**src/rtl/rtc_pkg.sv**
```systemverilog
// Shared RTC definitions: register addresses, init data bytes and the
// sequencer state encoding.
package rtc_pkg;

  // RTC register map
  localparam logic [7:0] ST_CTRL   = 8'h02;  // status / control register
  localparam logic [7:0] SEC_FIRST = 8'h21;  // first seconds/date register (8'h21 .. 8'h28)
  localparam logic [7:0] TMR_FIRST = 8'h41;  // first timer register (8'h41 .. 8'h43)

  // Init data bytes
  localparam logic [7:0] INIT_CTRL_DATA  = 8'h08;  // first ST_CTRL write
  localparam logic [7:0] INIT_CLEAR_DATA = 8'h00;  // every other register is cleared

  // Sequencer FSM states
  typedef enum logic [1:0] {
    S_IDLE = 2'd0,
    S_RUN  = 2'd1,
    S_DONE = 2'd2
  } seq_state_e;

endpackage

```
**src/rtl/rtc_init_rom.sv**
```systemverilog
// Init table: maps an entry index to its (address, data) pair.
// Purely combinational; the sequencer registers the result.
module rtc_init_rom
  import rtc_pkg::*;
#(
  parameter int ADDR_W = 8,
  parameter int DATA_W = 8,
  parameter int IDX_W  = 5
) (
  input  logic [IDX_W-1:0]  idx_i,
  output logic [ADDR_W-1:0] addr_o,
  output logic [DATA_W-1:0] data_o
);

  int          entry_k;
  logic [7:0]  addr8;
  logic [7:0]  data8;

  assign entry_k = int'(idx_i);

  // Table lookup: ctrl set, ctrl clear, 8 seconds/date regs, 3 timer regs
  always_comb begin
    addr8 = 8'h00;
    data8 = INIT_CLEAR_DATA;
    case (entry_k)
      0: begin
        addr8 = ST_CTRL;
        data8 = INIT_CTRL_DATA;
      end
      1: addr8 = ST_CTRL;
      2, 3, 4, 5, 6, 7, 8, 9: addr8 = SEC_FIRST + 8'(entry_k - 2);
      10, 11, 12: addr8 = TMR_FIRST + 8'(entry_k - 10);
      default: addr8 = 8'h00;
    endcase
  end

  assign addr_o = ADDR_W'(addr8);
  assign data_o = DATA_W'(data8);

endmodule

```
**src/rtl/rtc_init_sequencer.sv**
```systemverilog
// RTC power-up sequencer: walks the init table, presenting each pair for
// HOLD_CYCLES clocks with a one-cycle write strobe at the start of each entry.
// Supports abort, loop mode and a level-held done flag.
module rtc_init_sequencer
  import rtc_pkg::*;
#(
  parameter int ADDR_W      = 8,
  parameter int DATA_W      = 8,
  parameter int N_ENTRIES   = 13,
  parameter int HOLD_CYCLES = 74,
  parameter int IDX_W       = 5,
  parameter int CNT_W       = 12
) (
  input  logic              clk,
  input  logic              reset,
  input  logic              start,
  input  logic              abort,
  input  logic              loop_en,
  output logic [ADDR_W-1:0] address,
  output logic [DATA_W-1:0] data_out,
  output logic              wr_en,
  output logic              busy,
  output logic              done
);

  localparam logic [IDX_W-1:0] LAST_IDX = IDX_W'(N_ENTRIES - 1);
  localparam logic [CNT_W-1:0] HOLD_MAX = CNT_W'(HOLD_CYCLES);

  seq_state_e        state_q, state_d;
  logic [IDX_W-1:0]  idx_q, idx_d;
  logic [CNT_W-1:0]  cnt_q, cnt_d;
  logic [ADDR_W-1:0] address_q, address_d;
  logic [DATA_W-1:0] data_q, data_d;
  logic              wr_en_q, wr_en_d;
  logic              load;
  logic [ADDR_W-1:0] rom_addr;
  logic [DATA_W-1:0] rom_data;

  // The ROM is addressed with the next index so the pair is registered on
  // the same edge that enters the entry.
  rtc_init_rom #(
    .ADDR_W (ADDR_W),
    .DATA_W (DATA_W),
    .IDX_W  (IDX_W)
  ) u_rom (
    .idx_i  (idx_d),
    .addr_o (rom_addr),
    .data_o (rom_data)
  );

  // Next-state logic: start handshake, per-entry hold count, loop/finish, abort
  always_comb begin
    state_d = state_q;
    idx_d   = idx_q;
    cnt_d   = cnt_q;
    load    = 1'b0;
    case (state_q)
      S_IDLE, S_DONE: begin
        if (start && !abort) begin
          state_d = S_RUN;
          idx_d   = '0;
          cnt_d   = CNT_W'(1);
          load    = 1'b1;
        end
      end
      S_RUN: begin
        // Abort takes priority over the end-of-entry transition.
        if (abort) begin
          state_d = S_IDLE;
          idx_d   = '0;
          cnt_d   = '0;
        end else if (cnt_q == HOLD_MAX) begin
          if (idx_q < LAST_IDX) begin
            idx_d = idx_q + IDX_W'(1);
            cnt_d = CNT_W'(1);
            load  = 1'b1;
          end else if (loop_en) begin
            idx_d = '0;
            cnt_d = CNT_W'(1);
            load  = 1'b1;
          end else begin
            state_d = S_DONE;
            idx_d   = '0;
            cnt_d   = '0;
          end
        end else begin
          cnt_d = cnt_q + CNT_W'(1);
        end
      end
      default: begin
        state_d = S_IDLE;
        idx_d   = '0;
        cnt_d   = '0;
      end
    endcase

    // Outputs hold their last pair except when a new entry is loaded.
    wr_en_d   = load;
    address_d = load ? rom_addr : address_q;
    data_d    = load ? rom_data : data_q;
  end

  // State and output registers with synchronous reset
  always_ff @(posedge clk) begin
    if (reset) begin
      state_q   <= S_IDLE;
      idx_q     <= '0;
      cnt_q     <= '0;
      address_q <= '0;
      data_q    <= '0;
      wr_en_q   <= 1'b0;
    end else begin
      state_q   <= state_d;
      idx_q     <= idx_d;
      cnt_q     <= cnt_d;
      address_q <= address_d;
      data_q    <= data_d;
      wr_en_q   <= wr_en_d;
    end
  end

  assign address  = address_q;
  assign data_out = data_q;
  assign wr_en    = wr_en_q;
  assign busy     = (state_q == S_RUN);
  assign done     = (state_q == S_DONE);

endmodule
```
**config.mk**
```make
export PLATFORM = sky130hd
export DESIGN_NAME = rtc_init_sequencer
export DESIGN_NICKNAME = d
export VERILOG_FILES = /design/src/rtl/rtc_pkg.sv /design/src/rtl/rtc_init_rom.sv /design/src/rtl/rtc_init_sequencer.sv
export SDC_FILE = /design/constraint.sdc
export NUM_CORES = 1
export LEC_CHECK = 0
export ABC_AREA = 1
export ABC_CLOCK_PERIOD_IN_PS = 6200
export CORE_MARGIN = 2
export CORE_UTILIZATION = 51
export CTS_BUF_LIST = sky130_fd_sc_hd__clkbuf_16
export CTS_CLUSTER_DIAMETER = 60
export DETAILED_ROUTE_END_ITERATION = 8
export GPL_TIMING_DRIVEN = 0
export PLACE_DENSITY = 0.74
export SLEW_MARGIN = 20
export SYNTH_ARGS = -nofsm -noshare
export SYNTH_HDL_FRONTEND = slang
export SYNTH_SLANG_ARGS = --single-unit
export TNS_END_PERCENT = 1
```
**constraint.sdc**
```tcl
create_clock -name clk -period 6.2 [get_ports clk]
set_input_delay 1.86 -clock clk [delete_from_list [all_inputs] [get_ports clk]]
set_output_delay 1.86 -clock clk [all_outputs]
set_load 0.03 [all_outputs]
```
==> results of run 1 <==
[registers in the layout, indices dropped and copies added, names as in the netlist]
| signal | cells |
|---|---|
| idx_q | 5 |
| wr_en | 1 |
| address | 7 |
| cnt_q | 12 |
| state_q | 2 |
| data_out | 1 |
[power breakdown]
part	total (mW)	internal (mW)	switching [mW]
Clock	0.190	0.129	0.0616
Combinational	0.0478	0.0154	0.0324
Sequential	0.185	0.183	0.00250
[routing by layer]
layer	vias up	wire, um	GRT usage (%)
li1	990	-	-
met1	878	1960	23.6
met2	30	2140	37.9
met3	4	137	2.56
met4	0	43	5.99
met5	-	0	0
[Yosys cell counts (all sizes together) (3+ instances only)]
cell | number | area share (%)
buf | 10 | 3.7
xor2 | 3 | 1.3
nand3 | 24 | 6.8
o21ai | 9 | 2.3
dfxtp | 28 | 29
nor3 | 9 | 2.3
inv | 40 | 7.7
nand4 | 8 | 2.6
nor2 | 46 | 10
clkbuf | 3 | 0.58
ha | 10 | 6.4
a21oi | 19 | 5.5
nand2 | 79 | 18
[logic make-up (layout without fill, tap and decap cells)]
logic type | count (synthesis) | after routing | share of synthesized area (%)
AO/OA/AOI/OAI | 36 | 36 | 11.0
XOR/XNOR | 3 | 3 | 1.35
adder cells (fa/ha/maj) | 10 | 10 | 6.42
buffers and inverters | 53 | 71 | 11.9
flip-flops | 28 | 28 | 28.8
other | 1 | 8 | 0.192
AND/OR/NAND/NOR | 168 | 168 | 40.3
[worst min-delay path by stage]
stage	end	slack (ns)
finish	address[3]	0.47
global route	address[1]	0.49
CTS	address[1]	0.47
detailed placement	address[1]	0.46
global placement	address[1]	0.46
floorplan	cnt_q[7]	0.47
[cell type report]
cell class	count	area, sq um	share of cell area [%]
multi-input combinational	225	1180	51.8
sequential	28	561	24.6
inverter	40	150	6.59
timing repair buffer	14	140	6.15
buffer	13	82.6	3.62
clock buffer	3	75.1	3.29
tap	48	60.1	2.63
clock inverter	1	30.0	1.32
[worst max-delay path: stages]
cell             delay, ns
clkdlybuf4s50_1       0.46
nor2_1                0.19
nor2_1                0.12
inv_2                 0.17
nand2_4               0.11
inv_2                 0.07
nand2_1               0.07
nand2_2               0.15
inv_1                 0.10
ha_1                  0.23
o21ai_1               0.19
nor3_1                0.06
nor2_1                0.20
nand2_1               0.14
nand3_1               0.12
nand2_1               0.07
nand2_1               0.08
a21oi_2               0.05
==> run_results.csv, run 1 <==
group,metric,value,unit
floorplan,design.core.area,3660,sq um
clock_tree,tritoncts,"yes",
final_layout,layoutNonFillerInstCount,372,
worst_setup_path,crit_path_end,"address[4]",
min_path,holdCritPathClass,"reg2reg",
sta,max_clock_freq,233,MHz
routing,drt.antenna.violating_nets,0,
clock_tree,post_cts.repair.setup_buffers,0,
routing,drt_iter0_drc,121,
global_route,grt_first_pass_wirelength,6.77,mm
clock_tree,ctsHoldBuffers,0,
final_layout,final_common_cell,"nand2_1",
clock_tree,ctsRootBufferMaster,"clkbuf_16",
worst_setup_path,criticalPathCategory,"in2reg",
final_layout,antenna-diode-count,0,
synthesis,synth.yosys.seq_area_share,28.8,%
worst_setup_path,timing.rr.start,"cnt_q[0]",
final_layout,filler_cell_count,352,
sta,tns,0,ns
sta,finalMaxSlewViolations,0,
clock_tree,clock-sinks,28,
sta,final_min_period_over_clock_period,69.3,%
sta,setup_violations,0,
floorplan,num_io_pins,24,
synthesis,number_of_enable_type_register_cells_in_the_synthesized_netlist,0,
worst_setup_path,start_kind,"primary input",
worst_setup_path,crit_arrival,4.44,ns
final_layout,design.final.nets,340,
clock_tree,clk_latency,0.26,ns
sta,rsz0062_at_grt,"false",
min_path,hold_path_startpoint,"address[3]",
floorplan,start_util,53.2,%
clock_tree,clock_tree.buffer_depth,2,
power,leakage_power_total,1.03,nW
floorplan,fp.dieH,65.8,um
routing,detail_route.vias_per_cell,5.11,
routing,detailroute.via_count,1902,
worst_setup_path,crit_path_end_kind,"register",
status,run_status,"finished clean",
clock_tree,path_clk_slew,0.07,ns
worst_setup_path,r2r_end,"address[4]",
worst_setup_path,rr_worst_depth,20,
clock_tree,htree_levels,1,
sta,fin_hold_ws,0.466,ns
worst_setup_path,critPathRequiredTime,6.34,ns
synthesis,netlist-cell-type-count,31,
power,tot_pwr,0.423,mW
worst_setup_path,worst_setup_path_startpoint,"abort",
routing,wl_cell,11.5,um
routing,detailedRoute.firstPassIterationCount,6,
synthesis,synth-seq-cells,28,
sta,clock-skew-final,0.00281,ns
final_layout,layout_cells_sized_above_1,13.6,%
place,place_area,2170,sq um
clock_tree,cts.repair.resized,0,
place,place_congestion,0.915,
floorplan,die_width,65.8,um
final_layout,final_util,62.3,%
sta,finalWorstSetupSlack,1.90,ns
sta,layout_min_cycle_time,4.30,ns
floorplan,die-area,4330,sq um
clock_tree,cts_buffers,3,
place,pre_cts_slack,1.66,ns
worst_setup_path,r2r_setup_slack,3.36,ns
global_route,antenna_found_initial,0,
synthesis,syn_inst,299,
routing,post-route-drc-count,0,
place,placed_cells,368,
final_layout,synthToLayoutAreaGrowth,17.0,%
routing,routed_wl,4.29,mm
power,vdd.ir_drop.worst,0.000131,V
sta,final_hold_viol_count,0,
synthesis,synth_flop_cell,"dfxtp_1",
final_layout,post-route-cell-area,2280,sq um
synthesis,syn_avg_cell_area,6.52,sq um
global_route,globalRouteTotalUtil,20.2,%
synthesis,postSynth.asyncResetShare,0,%
job,max_cap_violations,0,
synthesis,synth_area,1950,sq um
worst_setup_path,cp_max_fo,9,
global_route,grt_start_max_net_pins,17,
final_layout,layout_common_cells,"nand2_1 (69), nor2_1 (40), inv_1 (31)",
place,dp_hpwl,3.33,mm
power,power_per_cell_area,186,nW/um^2
global_route,grt_pass1_vias,1628,
synthesis,yosys_warnings,0,
place,placement.io_buffers,14,
global_route,grt_remaining_overflow,0,
min_path,min_path_cells,2,
floorplan,row_count,22,
(Power assumes the default switching activity.)
==> run 2, diff against run 1 <==
--- a/config.mk
+++ b/config.mk
@@ -6,7 +6,7 @@
 export NUM_CORES = 1
 export LEC_CHECK = 0
 export ABC_AREA = 1
-export ABC_CLOCK_PERIOD_IN_PS = 6200
+export ABC_CLOCK_PERIOD_IN_PS = 4300
 export CORE_MARGIN = 2
 export CORE_UTILIZATION = 51
 export CTS_BUF_LIST = sky130_fd_sc_hd__clkbuf_16
==> constraint.sdc (replaced) <==
create_clock -name clk -period 4.3 [get_ports clk]
set_input_delay 1.29 -clock clk [delete_from_list [all_inputs] [get_ports clk]]
set_output_delay 1.29 -clock clk [all_outputs]
set_load 0.03 [all_outputs]
==> results of run 2 <==
Same layout as run 1 (identical final DEF). Status: finished clean.
Main changes from that run: setup slack after placement 1.66 ns -> 0.331 ns; setup slack after layout 1.90 ns -> 0.574 ns; register-to-register setup slack 3.36 ns -> 1.46 ns; total power 0.423 mW -> 0.610 mW; worst IR drop on VDD 0.000131 V -> 0.000188 V
==> run 3, diff against run 2 <==
--- a/config.mk
+++ b/config.mk
@@ -13,7 +13,7 @@
 export CTS_CLUSTER_DIAMETER = 60
 export DETAILED_ROUTE_END_ITERATION = 8
 export GPL_TIMING_DRIVEN = 0
-export PLACE_DENSITY = 0.74
+export PLACE_DENSITY_LB_ADDON = 0.08
 export SLEW_MARGIN = 20
 export SYNTH_ARGS = -nofsm -noshare
 export SYNTH_HDL_FRONTEND = slang
==> run 3 against run 2 <==
Net effect:
- global-route usage is 0.83 points higher
- sequential share of layout area unchanged
- non-clock buffer count did not move
- hold slack better by 0.0018 ns
- register-to-register slack better by 0.02 ns
- clock power hardly changed
- critical path depth unchanged
- wire length decreased by 0.79%
- cell count unchanged
- worst setup slack worse by 0.0057 ns
- clock-buffer cell count did not move
- critical path type unchanged
- critical endpoint unchanged
==> run_results.csv, run 3 (synthesis results as in run 1) <==
group,metric,value,unit
worst_setup_path,dominant_delay_contributor_by_cell_family_on_the_critical_path,"simple AND/OR/NAND/NOR gates",
clock_tree,ctsRootBufferMaster,"clkbuf_16",
global_route,grt_remaining_overflow,0,
power,leakage_power_total,1.03,nW
routing,detailroute.via_count,1897,
clock_tree,cts.repair.resized,0,
sta,timing_worst_slew_pin_value,0.505,ns
routing,routed_wl,4.25,mm
worst_setup_path,cp_max_fo,9,
worst_setup_path,criticalPathCategory,"in2reg",
power,netSwitchingPower,0.141,mW
final_layout,final_common_cell,"nand2_1",
global_route,antenna_found_initial,0,
final_layout,layout_common_cells,"nand2_1 (69), nor2_1 (40), inv_1 (31)",
final_layout,largest_register,"cnt_q",
final_layout,layout_cells_sized_above_1,13.6,%
sta,rsz0062_at_grt,"false",
clock_tree,ctsHoldBuffers,0,
routing,drt.antenna.violating_nets,0,
worst_setup_path,timing.critical_path.mode_cell,"nor2_1",
sta,setup_violations,0,
floorplan,start_util,53.2,%
worst_setup_path,start_kind,"primary input",
global_route,grt_pass1_vias,1706,
worst_setup_path,slowest_delay,0.46,ns
clock_tree,path_clk_slew,0.07,ns
power,clock_network_power_share,45.1,%
sta,final_min_period_over_clock_period,86.8,%
job,max_cap_violations,0,
floorplan,design.core.area,3660,sq um
floorplan,die-area,4330,sq um
status,run_status,"finished clean",
final_layout,antenna-diode-count,0,
routing,detail_route.vias_per_cell,5.10,
place,place_area,2170,sq um
global_route,globalRouteTotalUtil,21.0,%
power,vdd.ir_drop.worst,0.000151,V
routing,detailedRoute.firstPassIterationCount,4,
power,seq_power_share,43.6,%
worst_setup_path,critical_path.n_buffers_inverters,5,
final_layout,largest_register_ff_count,12,
global_route,grt_start_max_net_pins,17,
place,placement.io_buffers,14,
floorplan,die_width,65.8,um
floorplan,num_io_pins,24,
power,internal_power,0.471,mW
place,place_congestion,0.854,
floorplan,row_count,22,
worst_setup_path,crit_path_end_kind,"register",
clock_tree,cts_buffers,3,
clock_tree,htree_levels,1,
worst_setup_path,critPathRequiredTime,4.45,ns
final_layout,design.final.nets,340,
clock_tree,clock-sinks,28,
routing,post-route-drc-count,0,
global_route,grt_first_pass_wirelength,7.20,mm
clock_tree,clk_latency,0.26,ns
clock_tree,post_cts.repair.setup_buffers,0,
worst_setup_path,worstPathCellList,"clkdlybuf4s50_1, nor2_1, nor2_1, inv_2, nand2_4, inv_2, nand2_1, nand2_2, inv_1, ha_1, o21ai_1, nor2_1, nor2_1, inv_1, nand3_1, nand2_1, nand2_1, a21oi_2",
routing,drt_iter0_drc,81,
sta,maxSlewHeadroom,66.3,%
power,power_per_cell_area,268,nW/um^2
place,dp_hpwl,3.20,mm
sta,final_hold_viol_count,0,
sta,finalMaxSlewViolations,0,
worst_setup_path,crit_arrival,3.88,ns
power,netSwitchingFraction,23.0,%
sta,tns,0,ns
clock_tree,tritoncts,"yes",
routing,wl_cell,11.4,um
floorplan,fp.dieH,65.8,um
final_layout,post-route-cell-area,2280,sq um
clock_tree,clock_tree.buffer_depth,2,
sta,clock-skew-final,0.00282,ns
sta,max_clock_freq,268,MHz
worst_setup_path,crit_path_top_delay_cell,"clkdlybuf4s50_1",
sta,layout_min_cycle_time,3.73,ns
min_path,holdCritPathClass,"reg2reg",
final_layout,synthToLayoutAreaGrowth,17.0,%
power,p_comb_share,11.3,%
[run 3: layout make-up]
cell class / instances / area (sq um)
plain buffers: 13 / 82.6
clock buffers: 3 / 75.1
clock inverters: 1 / 30.0
fillers: 355 / 1380
inverters: 40 / 150
multi-input cells: 225 / 1180
flip-flops and latches: 28 / 561
well taps: 48 / 60.1
repair buffers: 14 / 140
[run 3: path summary, 6_finish.rpt]
check             cells past startpoint  slack (ns)        from         end
setup / recovery                     18        0.57       abort  address[4]
hold / removal                        2        0.47  address[0]  address[0]
setup reg to reg                     20        1.48    cnt_q[0]  address[4]
hold reg to reg                       2        0.47  address[0]  address[0]
[run 3: through the flow]
step                      hold slack (ns)  power (mW)  utilization (%)  setup slack (ns)  std cells
after floorplan                     0.466       0.323                -              1.25        306
after global placement              0.458       0.341             59.4             0.318        368
after detailed placement            0.455       0.341             59.4             0.327        368
after CTS                           0.470       0.616             62.3             0.556        372
after global routing                0.486       0.637             62.3             0.305        372
final                               0.468       0.612             62.3             0.569        372
[run 3: per-layer routing]
| layer | vias to the layer above | routed length, um | GRT usage, % |
|---|---|---|---|
| met5 | - | 0 | 0 |
| met4 | 0 | 60 | 6.51 |
| met3 | 7 | 142 | 3.58 |
| met2 | 34 | 2040 | 37.2 |
| met1 | 863 | 2000 | 25.7 |
| li1 | 993 | - | - |
[run 3: power by group through the flow]
stage          Clock, mW  Sequential [mW]  Combinational (mW)
5_1_grt            0.294            0.267              0.0757
4_1_cts            0.280            0.267              0.0692
6_report           0.276            0.267              0.0694
3_5_place_dp           0            0.273              0.0682
3_3_place_gp           0            0.273              0.0683
2_1_floorplan          0            0.276              0.0475
[run 3: worst min-delay path, cell delays in order (launching register included)]
cell and delay (ns):
dfxtp_1 0.31, nand2_1 0.06, a21oi_1 0.06
